File: config.mk
export PLATFORM = sky130hd
export DESIGN_NAME = reg2tl_host
export DESIGN_NICKNAME = d
export VERILOG_FILES = /design/src/rtl/reg2tl_host.sv
export SDC_FILE = /design/constraint.sdc
export NUM_CORES = 1
export LEC_CHECK = 0
export BUFFER_PORTS_ARGS = -buffer_cell sky130_fd_sc_hd__buf_2
export CORE_MARGIN = 8
export CORE_UTILIZATION = 43
export DETAILED_ROUTE_END_ITERATION = 7
export PLACE_DENSITY_LB_ADDON = 0.1
export SETUP_SLACK_MARGIN = 0.05
export SYNTH_ARGS = -nofsm -noshare
export SYNTH_HDL_FRONTEND = slang
export SYNTH_SLANG_ARGS = --single-unit
File: constraint.sdc
create_clock -name clk -period 2.11 [get_ports clk]
set_clock_uncertainty 0.1 [all_clocks]
set_input_delay 0.3165 -clock clk [delete_from_list [all_inputs] [get_ports clk]]
set_output_delay 0.3165 -clock clk [all_outputs]
set_load 0.1 [all_outputs]
File: src/rtl/reg2tl_host.sv
// reg2tl_host: bridges a simple register-style request port onto a
// TileLink-UL host interface, with one transaction outstanding at a time.
//
// Ports
//   clk, rst                     clock, asynchronous active-low reset
//   host_i_req_valid / _o_req_ready
//                                request handshake (ready only while idle)
//   host_i_address/_w_en/_wmask/_wdata
//                                request fields, latched on accept
//   host_o_resp_valid/_rdata/_err
//                                one-cycle completion pulse and its result
//   host_o_tl_a_* / host_i_tl_a_ready
//                                TL-UL A channel (Get / PutFull / PutPartial)
//   host_i_tl_d_* / host_o_tl_d_ready
//                                TL-UL D channel (AccessAck / AccessAckData)
//
// A per-transaction timeout counter turns a stalled A beat or a missing
// D beat into an error completion, so the register side never hangs.
module reg2tl_host #(
  parameter int unsigned TIMEOUT_CYCLES = 255,
  parameter logic [7:0]  SOURCE_ID      = 8'd0
) (
  input  logic        clk,
  input  logic        rst,
  input  logic        host_i_req_valid,
  output logic        host_o_req_ready,
  input  logic [31:0] host_i_address,
  input  logic        host_i_w_en,
  input  logic [3:0]  host_i_wmask,
  input  logic [31:0] host_i_wdata,
  output logic        host_o_resp_valid,
  output logic [31:0] host_o_rdata,
  output logic        host_o_err,
  output logic [2:0]  host_o_tl_a_opcode,
  output logic [2:0]  host_o_tl_a_param,
  output logic [1:0]  host_o_tl_a_size,
  output logic [7:0]  host_o_tl_a_source,
  output logic [31:0] host_o_tl_a_address,
  output logic [3:0]  host_o_tl_a_mask,
  output logic [31:0] host_o_tl_a_data,
  output logic        host_o_tl_a_corrupt,
  output logic        host_o_tl_a_valid,
  input  logic        host_i_tl_a_ready,
  input  logic [2:0]  host_i_tl_d_opcode,
  input  logic [2:0]  host_i_tl_d_param,
  input  logic [1:0]  host_i_tl_d_size,
  input  logic [7:0]  host_i_tl_d_source,
  input  logic        host_i_tl_d_sink,
  input  logic        host_i_tl_d_denied,
  input  logic [31:0] host_i_tl_d_data,
  input  logic        host_i_tl_d_corrupt,
  input  logic        host_i_tl_d_valid,
  output logic        host_o_tl_d_ready
);

  localparam logic [1:0] IDLE   = 2'd0;
  localparam logic [1:0] A_SEND = 2'd1;
  localparam logic [1:0] D_WAIT = 2'd2;
  localparam logic [1:0] RESP   = 2'd3;

  localparam logic [2:0] OP_PUT_FULL    = 3'd0;
  localparam logic [2:0] OP_PUT_PARTIAL = 3'd1;
  localparam logic [2:0] OP_GET         = 3'd4;
  localparam logic [2:0] OP_ACK         = 3'd0;
  localparam logic [2:0] OP_ACK_DATA    = 3'd1;

  // Last counter value still inside the window; the cycle holding it is
  // the final one in which the beat may complete.
  localparam logic [15:0] TO_LAST = 16'(TIMEOUT_CYCLES - 1);

  logic [1:0]  state_q, state_d;
  logic [15:0] cnt_q, cnt_d;
  logic [29:0] addr_q, addr_d;
  logic        we_q, we_d;
  logic [3:0]  wmask_q, wmask_d;
  logic [31:0] wdata_q, wdata_d;
  logic [31:0] rdata_q, rdata_d;
  logic        err_q, err_d;

  logic in_a, timeout, d_err;

  // Sideband D fields and the ignored byte offset carry no information here.
  logic unused_in;
  assign unused_in = ^{host_i_tl_d_param, host_i_tl_d_size, host_i_tl_d_sink,
                       host_i_address[1:0]};

  assign in_a    = (state_q == A_SEND);
  assign timeout = (state_q == A_SEND || state_q == D_WAIT) && (cnt_q == TO_LAST);
  assign d_err   = host_i_tl_d_denied | host_i_tl_d_corrupt |
                   (host_i_tl_d_source != SOURCE_ID) |
                   (host_i_tl_d_opcode != (we_q ? OP_ACK : OP_ACK_DATA));

  always_comb begin
    state_d = state_q;
    cnt_d   = cnt_q;
    addr_d  = addr_q;
    we_d    = we_q;
    wmask_d = wmask_q;
    wdata_d = wdata_q;
    rdata_d = rdata_q;
    err_d   = err_q;
    unique case (state_q)
      IDLE: begin
        if (host_i_req_valid) begin
          addr_d  = host_i_address[31:2];
          we_d    = host_i_w_en;
          wmask_d = host_i_wmask;
          wdata_d = host_i_wdata;
          cnt_d   = '0;
          state_d = A_SEND;
        end
      end
      A_SEND: begin
        cnt_d = cnt_q + 16'd1;
        // a_valid is already low on a timeout cycle, so a_ready is ignored.
        if (timeout) begin
          err_d   = 1'b1;
          rdata_d = '0;
          state_d = RESP;
        end else if (host_i_tl_a_ready) begin
          state_d = D_WAIT;
        end
      end
      D_WAIT: begin
        cnt_d = cnt_q + 16'd1;
        // An arriving D beat takes priority over an expiring timeout.
        if (host_i_tl_d_valid) begin
          err_d   = d_err;
          rdata_d = (!we_q && !d_err) ? host_i_tl_d_data : '0;
          state_d = RESP;
        end else if (timeout) begin
          err_d   = 1'b1;
          rdata_d = '0;
          state_d = RESP;
        end
      end
      default: state_d = IDLE;
    endcase
  end

  always_ff @(posedge clk or negedge rst) begin
    if (!rst) begin
      state_q <= IDLE;
      cnt_q   <= '0;
      addr_q  <= '0;
      we_q    <= 1'b0;
      wmask_q <= '0;
      wdata_q <= '0;
      rdata_q <= '0;
      err_q   <= 1'b0;
    end else begin
      state_q <= state_d;
      cnt_q   <= cnt_d;
      addr_q  <= addr_d;
      we_q    <= we_d;
      wmask_q <= wmask_d;
      wdata_q <= wdata_d;
      rdata_q <= rdata_d;
      err_q   <= err_d;
    end
  end

  assign host_o_req_ready  = (state_q == IDLE);
  assign host_o_resp_valid = (state_q == RESP);
  assign host_o_rdata      = rdata_q;
  assign host_o_err        = err_q;
  // D beats seen while idle are stale post-timeout responses and are dropped.
  assign host_o_tl_d_ready = (state_q == IDLE) || (state_q == D_WAIT);

  // A fields read as zero outside A_SEND so the idle bus is quiet.
  assign host_o_tl_a_valid   = in_a && !timeout;
  assign host_o_tl_a_opcode  = !in_a ? 3'd0 :
                               !we_q ? OP_GET :
                               (wmask_q == 4'hF) ? OP_PUT_FULL : OP_PUT_PARTIAL;
  assign host_o_tl_a_param   = '0;
  assign host_o_tl_a_size    = in_a ? 2'd2 : 2'd0;
  assign host_o_tl_a_source  = in_a ? SOURCE_ID : 8'd0;
  assign host_o_tl_a_address = in_a ? {addr_q, 2'b00} : '0;
  assign host_o_tl_a_mask    = !in_a ? 4'h0 : (we_q ? wmask_q : 4'hF);
  assign host_o_tl_a_data    = (in_a && we_q) ? wdata_q : '0;
  assign host_o_tl_a_corrupt = 1'b0;

endmodule

Word level (Yosys, flattened, before mapping)
Index checks and enable logic that the tools add are counted.
{ "classes": {"add_sub_neg": 1, "mul": 0, "div_mod_pow": 0, "order_cmp": 0, "n_eq_ne": 9, "n_shift": 0, "muxes": 24, "n_bitwise": 3, "reduce_logical": 17} }
{ "ops": {"columns": ["op", "count"], "rows": [
  ["two-way mux 32 bit", 5],
  ["one-hot mux 32 bit (2 select lines)", 1],
  ["one-hot mux 16 bit (2 select lines)", 1],
  ["adder 16 x 1 -> 16 bit (second input constant)", 1],
  ["equality test 16 x 8 -> 1 bit (second input constant)", 1],
  ["two-way mux 16 bit", 1],
  ["two-way mux 2 bit", 6],
  ["two-way mux 4 bit", 2],
  ["nonzero test 8 bit", 1],
  ["two-way mux 3 bit", 2],
  ["one-hot mux 2 bit (3 select lines)", 1],
  ["equality test 2 bit (second input constant)", 2],
  ["equality test 4 bit (second input constant)", 1],
  ["logical AND 1 bit", 4],
  ["two-way mux 1 bit", 4],
  ["AND reduction 2 bit", 2],
  ["nonzero test 2 bit", 2],
  ["logical NOT 1 bit", 3],
  ["!= test 3 x 1 -> 1 bit", 1],
  ["!= test 3 x 2 -> 1 bit (second input constant)", 1],
  ["!= test 3 bit (second input constant)", 1],
  ["OR 1 bit", 3],
  ["AND reduction 3 bit", 1],
  ["equality test 2 x 1 -> 1 bit (second input constant)", 1],
  ["other kinds (5)", 6]
]} }
{ "totals": {"ff_bits": 118, "latch_bits": 0, "ram_bits": 0, "mem_bits_ro": 0, "in_bits": 125, "output_inout_bits": 122, "word_cells": 62, "mem_count": 0} }

Logic depth before layout (Yosys ltp)
Gate-level depths: netlist of run 1.
{ "depth": {"ltp_word": 8, "depth_mapped": 8, "ltp_nobuf": 6} }

Least setup slack after synthesis of run 1
No wires, ideal clock.
{ "synth_timing": {"path_kind": "register to output", "from": "register state_q[1]", "to": "output port host_o_tl_a_mask[0]", "t_arrival_ns": 3.198, "required_time_ns": 1.694, "setup_slack_ns": -1.505, "path_stages_with_launch": 5, "path_buffers": 1, "cell_sequence": "dfrtp_1 -> inv_1 -> ha_1 -> clkbuf_1 -> a21boi_0"} }
{ "synth_between": {"elab_chain_cells": 2} }
{ "synth_lines": {"columns": ["item", "line", "text"], "rows": [
  ["start, declared", "71", "logic [1:0] state_q, state_d;"],
  ["start signal, assigned", "152", "state_q <= state_d;"],
  ["equality test 2 x 1 -> 1 bit", "87", "assign in_a = (state_q == A_SEND);"],
  ["via in_a", "80", "logic in_a, timeout, d_err;"],
  ["two-way mux 4 bit", "179", "assign host_o_tl_a_mask = !in_a ? 4'h0 : (we_q ? wmask_q : 4'hF);"],
  ["end, declared", "39", "output logic [3:0] host_o_tl_a_mask,"]
]} }
The timed path passes the listed nets, and every way through them passes these cells.

Worst setup path in the final report of run 1
{ "layout_timing": {"from": "register state_q[0]", "to": "output port host_o_tl_a_valid"} }
{ "layout_between": {"elab_chain_cells": 5} }
{ "layout_lines": {"columns": ["item", "line", "text"], "rows": [
  ["equality test 2 x 1 -> 1 bit / equality test 2 bit (equally long branches)", "87, 88", null],
  ["logical OR 1 bit", "88", "assign timeout = (state_q == A_SEND || state_q == D_WAIT) && (cnt_q == TO_LAST);"],
  ["logical AND 1 bit", "88", null],
  ["logical NOT 1 bit", "171", "assign host_o_tl_a_valid = in_a && !timeout;"],
  ["logical AND 1 bit *", "171", null],
  ["end, declared", "42", "output logic host_o_tl_a_valid,"]
]} }
Mark *: on every way between the ends. The rest lies on a longest branch, timed or not.

==> results of run 1 <==
==> cells by family (layout without fill, tap and decap cells) <==
logic type / Yosys count / in the layout / share of synthesized area
XOR/XNOR: 5 / 5 / 0.00811
AND/OR/NAND/NOR: 125 / 125 / 0.140
multiplexers: 70 / 70 / 0.145
AO/OA/AOI/OAI: 66 / 66 / 0.0915
adder cells (fa/ha/maj): 7 / 7 / 0.0162
flip-flops: 118 / 118 / 0.547
buffers and inverters: 54 / 312 / 0.0514
other: 1 / 16 / 0.000694
==> worst max path at each step <==
stage                            endpoint  cells after the start
floorplan           host_o_tl_a_opcode[0]                      5
global placement         host_o_rdata[19]                      7
detailed placement       host_o_rdata[30]                      7
CTS                     host_o_tl_a_valid                      6
global route          host_o_tl_a_mask[1]                      6
finish                  host_o_tl_a_valid                      6
==> registers in the layout, indices dropped and copies added (netlist names) <==
name	flops
cnt_q	16
host_o_rdata	32
wdata_q	32
wmask_q	4
host_o_err	1
we_q	1
state_q	2
addr_q	30
==> final cells by class <==
cell class,instances,area (sq um)
sequential,118,2960
timing repair buffer,269,2840
clock inverter,13,171
inverter,11,41.3
clock buffer,19,453
tap,172,215
fill,832,3180
multi-input combinational,289,2610
==> cells in the final DEF (no fill, tap or decap), drive strengths merged, types with 4 or more instances in the layout <==
| cell | n |
|---|---|
| nand4 | 10 |
| nor2 | 11 |
| clkbuf | 20 |
| clkinv | 6 |
| nand3 | 5 |
| and2 | 32 |
| and4 | 4 |
| nand2 | 9 |
| or3 | 4 |
| dfrtp | 118 |
| a21boi | 5 |
| conb | 16 |
| ha | 7 |
| mux2 | 68 |
| and3 | 34 |
| nor4 | 6 |
| inv | 13 |
| a21oi | 8 |
| o21ai | 10 |
| a22o | 33 |
| buf | 267 |
| o31ai | 6 |
==> where the power goes <==
| part | total (W) | switching, W | internal (W) |
|---|---|---|---|
| Clock | 0.00300 | 0.00107 | 0.00193 |
| Sequential | 0.00345 | 0.000464 | 0.00298 |
| Combinational | 0.00839 | 0.00486 | 0.00353 |
| Total | 0.0148 | 0.00640 | 0.00844 |
==> routing by layer <==
| layer | track usage | share of wire | vias to the layer above |
|---|---|---|---|
| li1 | - | - | 2107 |
| met1 | 0.234 | 0.37 | 2294 |
| met2 | 0.358 | 0.50 | 209 |
| met3 | 0.103 | 0.11 | 35 |
| met4 | 0.0734 | 0.022 | 4 |
| met5 | 0 | 0.0015 | - |
==> through the flow <==
| stage | hold slack [ns] | setup slack [ns] |
|---|---|---|
| after floorplan | -0.0791 | -0.00365 |
| after global placement | 0.159 | 0.143 |
| after detailed placement | 0.162 | 0.0220 |
| after CTS | 0.00169 | -0.135 |
| after global routing | 0.00702 | -0.175 |
| final | 0.0149 | -0.118 |
==> what timing repair did <==
action                                  CTS  global route
setup buffers                            16            11
endpoints found under the setup margin  102           106
gates cloned                              7             1
hold buffers                              1             0
gates resized for setup                  65            25
endpoints found under the hold margin    25             0
pin swaps                                37            14
==> results.json, run 1 <==
{
  "status": "finished, violations left",
  "failed_checks": "setup timing",
  "synth_flop_cell": "dfrtp_1",
  "cts_buffer_depth": 2,
  "area_delta_synth_final_pct": 71.9,
  "synth_warnings": 0,
  "vias": 4649,
  "dieArea_sq_um": 16400,
  "h-tree-depth": 4,
  "cts_tree": "built",
  "reg2reg_from": "state_q[0]",
  "criticalPathCategory": "reg -> out",
  "worstPathRequired_ns": 1.69,
  "finalSetupViolCount": 68,
  "ys_top_cells_by_area": "dfrtp_1 (55%), mux2_2 (14%), a22o_1 (5.4%)",
  "ys_types": 38,
  "syn_avg_cell_area_sq_um": 12.1,
  "critPathLaunch": "state_q[0]",
  "chipHeight_um": 128,
  "fin_crit_ns": 2.23,
  "crit_fanout": 3,
  "fin_crit_sh": 1.06,
  "portBuffers": 222,
  "slowest_stage": "dfrtp_2",
  "end_kind": "output pin",
  "drt-initial-drc-count": 220,
  "fmax_mhz": 449,
  "cp.arrival_ns": 1.81,
  "cp-start-kind": "flip-flop",
  "overflow": 0,
  "drt-wirelength-per-cell_um": 19.5,
  "cp_slowest_stage_delay_ns": 0.40,
  "detail-route-antenna-nets": 0,
  "cts_root_buffer": "clkbuf_16",
  "clk_pin_slew_ns": 0.06,
  "worstHoldEndpoint": "host_o_rdata[27]",
  "grt_max_degree": 68,
  "cpLargestDelayFamily": "simple AND/OR/NAND/NOR gates",
  "layout.nets": 838,
  "fp.coreArea_sq_um": 12500,
  "async_flop_share": 1.00,
  "cts_buffers": 17,
  "netlist_top_cells_count": "dfrtp_1 (118), mux2_2 (68), and3_1 (34), a22o_1 (33), and2_1 (31)",
  "p_per_area_nw_per_um2": 1600,
  "insertion_delay_ns": 0.41,
  "ir_worst_vdd_v": 0.00105,
  "setup_slack_ns": -0.118,
  "drive_gt1_frac": 0.641,
  "fin_tns_setup_ns": -3.79,
  "io_pins": 247,
  "placedCellCount": 828,
  "synth_edf_count": 0,
  "synth_top_area_share": 0.547,
  "gp_congestion": 0.860,
  "grt_first_pass_wirelength_um": 27000,
  "leakage_nw": 4.38,
  "dpl_cell_area_sq_um": 8010,
  "reg2regPathDepth": 9,
  "path_cells": "inv_2 -> ha_4 -> and4_4 -> nand4_1 -> and2_4 -> buf_12",
  "post-route-util": 0.745,
  "path_buf_inv": 2,
  "first_pass_iters": 4,
  "drc": 0,
  "yosys_register_bits": 118,
  "yosys.area.top_type": "dfrtp_1",
  "yosysSeqAreaShare": 0.547,
  "synth.most_common_cell": "dfrtp_1",
  "grt_use_total": 0.214,
  "route.final.wire_length_um": 17400,
  "hold_depth": 2,
  "synth_cells": 446,
  "synth_area_sq_um": 5400,
  "rsz0062_at_grt": "yes",
  "slew_violations": 0,
  "worstHoldStart": "host_i_tl_d_data[27]",
  "reg2reg_setup_slack_ns": -0.01,
  "reg2reg_to": "host_o_rdata[20]",
  "die_w_um": 128,
  "fp-row-count": 41,
  "grt_antenna_before_repair": 2,
  "layout.cells.non_filler": 891,
  "grt_pass1_vias": 4909,
  "finalHoldViolCount": 0,
  "cts.sinks": 118,
  "start_util": 0.433,
  "drv_cap": 0,
  "antennaDiodeCount": 0,
  "hold_class": "in -> reg",
  "design_area_sq_um": 9280,
  "hpwl_um": 11600,
  "vias_per_cell": 5.22,
  "p_total_w": 0.0148
}
Power figures use the tool's default switching activity.
==> run 2, diff against run 1 <==
--- a/config.mk
+++ b/config.mk
@@ -7,7 +7,7 @@
 export LEC_CHECK = 0
 export BUFFER_PORTS_ARGS = -buffer_cell sky130_fd_sc_hd__buf_2
 export CORE_MARGIN = 8
-export CORE_UTILIZATION = 43
+export CORE_UTILIZATION = 25
 export DETAILED_ROUTE_END_ITERATION = 7
 export PLACE_DENSITY_LB_ADDON = 0.1
 export SETUP_SLACK_MARGIN = 0.05
==> run 2 against run 1 <==
The run still ends with setup timing left. Global-route usage down 8.0 points. Clock-buffer cell count stayed put. Combinational power decreased by 2%. Worst hold slack improved by 0.013 ns. First-iteration DRC count increased by 4.1%. Sequential share of layout area down 0.33 points. Cell area increased by 0.96%. Register-to-register slack worse by 0.04 ns. Sequential cell count did not move. Non-clock buffer count increased by 5. Critical path depth stayed put. Largest power group unchanged.
==> results.json, run 2 (synthesized netlist as in run 1, its figures left out) <==
{
  "grt_max_degree": 42,
  "io_pins": 247,
  "drt-wirelength-per-cell_um": 18.4,
  "sw_frac_of_total": 0.429,
  "start_util": 0.256,
  "drv_cap": 0,
  "slowest_stage": "dfrtp_2",
  "crit_fanout": 3,
  "route.final.wire_length_um": 18400,
  "h-tree-depth": 4,
  "dieArea_sq_um": 26600,
  "finalSetupViolCount": 78,
  "p_per_area_nw_per_um2": 1560,
  "fin_crit_ns": 2.23,
  "leakage_nw": 4.43,
  "criticalPathCategory": "reg -> out",
  "vias_per_cell": 4.55,
  "path_cells": "inv_2 -> ha_4 -> and4_4 -> nand4_1 -> and2_4 -> buf_12",
  "area_delta_synth_final_pct": 73.5,
  "overflow": 0,
  "seqPwrFrac": 0.233,
  "cts_root_buffer": "clkbuf_16",
  "fp-row-count": 53,
  "cts_buffer_depth": 2,
  "vias": 4544,
  "insertion_delay_ns": 0.41,
  "hold_slack_ns": 0.0277,
  "path_buf_inv": 2,
  "slew_headroom": 0.625,
  "chipHeight_um": 163,
  "setup_slack_ns": -0.119,
  "switchingPower_w": 0.00626,
  "hpwl_um": 13100,
  "detail-route-antenna-nets": 0,
  "rsz0062_at_grt": "yes",
  "status": "finished, violations left",
  "finalHoldViolCount": 0,
  "grt_antenna_before_repair": 4,
  "p_clk_frac": 0.206,
  "fp.coreArea_sq_um": 21100,
  "dpl_cell_area_sq_um": 8190,
  "die_w_um": 163,
  "end_kind": "output pin",
  "mostFrequentLayoutCell": "buf_2",
  "design_area_sq_um": 9370,
  "slew_violations": 0,
  "gp_congestion": 0.766,
  "cts_tree": "built",
  "cpLargestDelayFamily": "simple AND/OR/NAND/NOR gates",
  "clk_pin_slew_ns": 0.05,
  "first_pass_iters": 4,
  "p_int_w": 0.00835,
  "drt-initial-drc-count": 229,
  "failed_checks": "setup timing",
  "cp_slowest_stage_delay_ns": 0.39,
  "cts_buffers": 17,
  "antennaDiodeCount": 0,
  "layout.nets": 843,
  "p_total_w": 0.0146,
  "ir_worst_vdd_v": 0.000742,
  "hold_class": "in -> reg",
  "grt_use_total": 0.134,
  "cts.sinks": 118,
  "p_comb_frac": 0.561,
  "grt_first_pass_wirelength_um": 27800,
  "worst_slew_pin_slew_ns": 0.563,
  "fmax_mhz": 449,
  "drive_gt1_frac": 0.641,
  "portBuffers": 222,
  "grt_pass1_vias": 4862,
  "mostFrequentLayoutCells": "buf_2 (149), dfrtp_1 (117), buf_12 (82)",
  "num-fill-cells": 1970,
  "drc": 0,
  "fin_crit_sh": 1.06,
  "cp.arrival_ns": 1.81,
  "worstPathRequired_ns": 1.69,
  "cp-start-kind": "flip-flop"
}
run 2: path summary, 6_finish.rpt:
check	startpoint	endpoint	slack [ns]	cells past startpoint
max in group asynchronous	rst	cnt_q[13]	0.94	3
worst max register to register	state_q[0]	host_o_rdata[14]	-0.05	11
min in group asynchronous	rst	addr_q[9]	0.34	2
worst min-delay path	host_i_tl_d_data[10]	host_o_rdata[10]	0.03	2
worst min register to register	wdata_q[12]	wdata_q[12]	0.40	1
worst max-delay path	state_q[0]	host_o_tl_a_valid	-0.12	6
run 2: through the flow:
step	utilization	std cells	TNS, ns	setup WS [ns]
5_1_grt	0.444	999	-13.17	-0.213
2_1_floorplan	-	461	-0.00365	-0.00365
3_3_place_gp	0.388	935	0	0.0753
4_1_cts	0.440	992	-6.94	-0.157
3_5_place_dp	0.388	935	0	0.00196
6_report	0.444	999	-5.44	-0.119
run 2: routing by layer:
layer / vias up / global-route usage / wire length (um)
li1: 2102 / - / -
met1: 2227 / 0.154 / 7250
met2: 188 / 0.219 / 8910
met3: 19 / 0.0693 / 2000
met4: 8 / 0.0325 / 159
met5: - / 0 / 51
run 2: area by class of cell:
cell class                      instances  area, sq um  share of cell area
Sequential cell                       118         2950               0.315
Timing Repair Buffer                  274         2850               0.304
Multi-Input combinational cell        289         2570               0.274
Clock buffer                           19          433              0.0462
Tap cell                              275          344              0.0367
Clock inverter                         13          181              0.0194
Inverter                               11         41.3             0.00441
run 2: worst reg2reg max path: stages, from the launching register on:
cell	delay [ns]
dfrtp_2	0.39
inv_2	0.07
ha_4	0.26
buf_4	0.10
buf_6	0.08
and3_4	0.18
nand4_1	0.18
nor3b_4	0.23
buf_6	0.17
buf_12	0.11
buf_16	0.11
a22o_1	0.12
run 2: repair_timing:
| item | CTS | global route |
|---|---|---|
| hold buffers | 1 | 0 |
| gates cloned | 4 | 1 |
| hold endpoints to repair | 33 | 0 |
| pin swaps | 32 | 9 |
| gates resized for setup | 59 | 11 |
| setup endpoints to repair | 103 | 107 |
| buffers inserted | 20 | 8 |
run 2: power by group through the flow:
stage | registers, W | clock network, W | logic (W)
after floorplan | 0.00328 | 0 | 0.00501
after global placement | 0.00336 | 0 | 0.00744
after detailed placement | 0.00342 | 0 | 0.00750
after CTS | 0.00340 | 0.00312 | 0.00814
after global routing | 0.00349 | 0.00322 | 0.00858
final | 0.00340 | 0.00302 | 0.00820
==> run 3, diff against run 2 <==
--- a/config.mk
+++ b/config.mk
@@ -5,10 +5,10 @@
 export SDC_FILE = /design/constraint.sdc
 export NUM_CORES = 1
 export LEC_CHECK = 0
-export BUFFER_PORTS_ARGS = -buffer_cell sky130_fd_sc_hd__buf_2
 export CORE_MARGIN = 8
 export CORE_UTILIZATION = 25
 export DETAILED_ROUTE_END_ITERATION = 7
+export DONT_BUFFER_PORTS = 1
 export PLACE_DENSITY_LB_ADDON = 0.1
 export SETUP_SLACK_MARGIN = 0.05
 export SYNTH_ARGS = -nofsm -noshare
==> constraint.sdc (replaced) <==
create_clock -name clk -period 2.35 [get_ports clk]
set_clock_uncertainty 0.1 [all_clocks]
set_input_delay 0.47 -clock clk [delete_from_list [all_inputs] [get_ports clk]]
set_output_delay 0.47 -clock clk [all_outputs]
set_load 0.1 [all_outputs]
==> run 3 against run 2 <==
The flow finishes with violations (hold timing, setup timing). Clock power shrank 7.9%. Routed wire length shrank 9.9%. Cell area shrank 11%. Critical endpoint is now host_o_tl_a_data[13]. Largest cell class unchanged.
==> results.json, run 3 (synthesized netlist as in run 1, its figures left out) <==
{
  "status": "finished, violations left",
  "failed_checks": "hold timing, setup timing",
  "grt_pass1_vias": 4122,
  "fin_tns_setup_ns": -1.93,
  "drt-initial-drc-count": 169,
  "wl_met1_um": 6460,
  "finalHoldViolCount": 118,
  "reg2regPathDepth": 5,
  "p_total_w": 0.0124,
  "die_w_um": 163,
  "portBuffers": 0,
  "drive_gt1_frac": 0.536,
  "reg2reg_from": "state_q[0]",
  "end_kind": "output pin",
  "rsz0062_at_grt": "yes",
  "criticalPathCategory": "reg -> out",
  "area_delta_synth_final_pct": 54.5,
  "hold_class": "in -> async",
  "fmax_mhz": 412,
  "grt_max_degree": 119,
  "fp-row-count": 53,
  "chipHeight_um": 163,
  "io_pins": 247,
  "hold_slack_ns": -0.345,
  "endpoint": "host_o_tl_a_data[13]",
  "first_pass_iters": 4,
  "finalSetupViolCount": 62,
  "gp_congestion": 0.750,
  "cts_buffer_depth": 2,
  "cts.sinks": 118,
  "reg2reg_setup_slack_ns": 0.25,
  "p_per_area_nw_per_um2": 1490,
  "worstPathRequired_ns": 1.78,
  "setup_slack_ns": -0.0798,
  "hpwl_um": 11700,
  "wl_met3_um": 1940,
  "overflow": 0,
  "grt_antenna_before_repair": 5,
  "mostFrequentLayoutCell": "dfrtp_1",
  "h-tree-depth": 4,
  "route.final.wire_length_um": 16600,
  "detail-route-antenna-nets": 0,
  "layout.nets": 694,
  "grt_first_pass_wirelength_um": 24400,
  "clk_pin_slew_ns": 0.06,
  "cp-start-kind": "flip-flop",
  "ir_worst_vdd_v": 0.000798,
  "fin_crit_ns": 2.43,
  "vias": 3897,
  "fp.coreArea_sq_um": 21100,
  "dieArea_sq_um": 26600,
  "start_util": 0.256,
  "drt-wirelength-per-cell_um": 19.5,
  "cts_buffers": 17,
  "wl_met2_um": 7910,
  "drv_cap": 0,
  "insertion_delay_ns": 0.41,
  "crit_fanout": 15,
  "vias_per_cell": 4.58,
  "fin_crit_sh": 1.03,
  "reg2reg_to": "cnt_q[12]",
  "drc": 0,
  "cts_root_buffer": "clkbuf_16",
  "cts_tree": "built",
  "critPathLaunch": "state_q[0]",
  "cp.arrival_ns": 1.86,
  "mostFrequentLayoutCells": "dfrtp_1 (117), buf_12 (76), mux2_2 (68)",
  "dr.max_layer_used": "met5",
  "slew_violations": 0,
  "leakage_nw": 3.73,
  "post-route-util": 0.396,
  "grt_use_total": 0.120,
  "pre_cts_ws_ns": 0.134
}
-- run 3: cell type report --
| cell class | count | area, sq um |
|---|---|---|
| clock buffers | 20 | 457 |
| flip-flops and latches | 118 | 2950 |
| multi-input cells | 289 | 2430 |
| diodes | 1 | 2.50 |
| clock inverters | 12 | 176 |
| fillers | 1994 | 12700 |
| repair buffers | 125 | 1940 |
| well taps | 275 | 344 |
| inverters | 11 | 41.3 |
-- run 3: what timing repair did --
| action | 4_1_cts | 5_1_grt |
|---|---|---|
| cloned | 0 | 2 |
| setup buffers | 3 | 3 |
| resized for setup | 6 | 9 |
| hold endpoints to repair | 118 | 118 |
| setup endpoints to repair | 70 | 69 |
| pin swaps | 2 | 4 |
-- run 3: report_power, final --
group	switching, W	internal (W)
Sequential	0.000315	0.00267
Combinational	0.00409	0.00257
Clock	0.000954	0.00183
Total	0.00536	0.00707
-- run 3: layer usage --
layer | global-route usage | vias up
met3 | 0.0672 | 21
met2 | 0.193 | 168
met4 | 0.0413 | 8
met5 | 0 | -
li1 | - | 1807
met1 | 0.131 | 1893
-- run 3: worst min path at each step --
stage	end	from	cells after the start
global route	addr_q[5]	rst	0
finish	addr_q[10]	rst	0
floorplan	addr_q[0]	rst	0
detailed placement	addr_q[10]	rst	0
global placement	addr_q[6]	rst	0
CTS	addr_q[10]	rst	0
-- run 3: critical path, cell delays in order, from the launching register on --
cell and delay, ns:
dfrtp_1 0.38, buf_4 0.16, ha_4 0.17, buf_12 0.14
clkbuf_16 0.17, and3_2 0.24, buf_12 0.17
-- run 3: per-stage QoR --
stage,instances,instance area [sq um],hold WS [ns]
finish,851,8350,-0.345
global route,851,8350,-0.377
CTS,845,8220,-0.372
detailed placement,810,7540,0.0791
global placement,810,7540,0.0793
floorplan,461,5600,0.0744
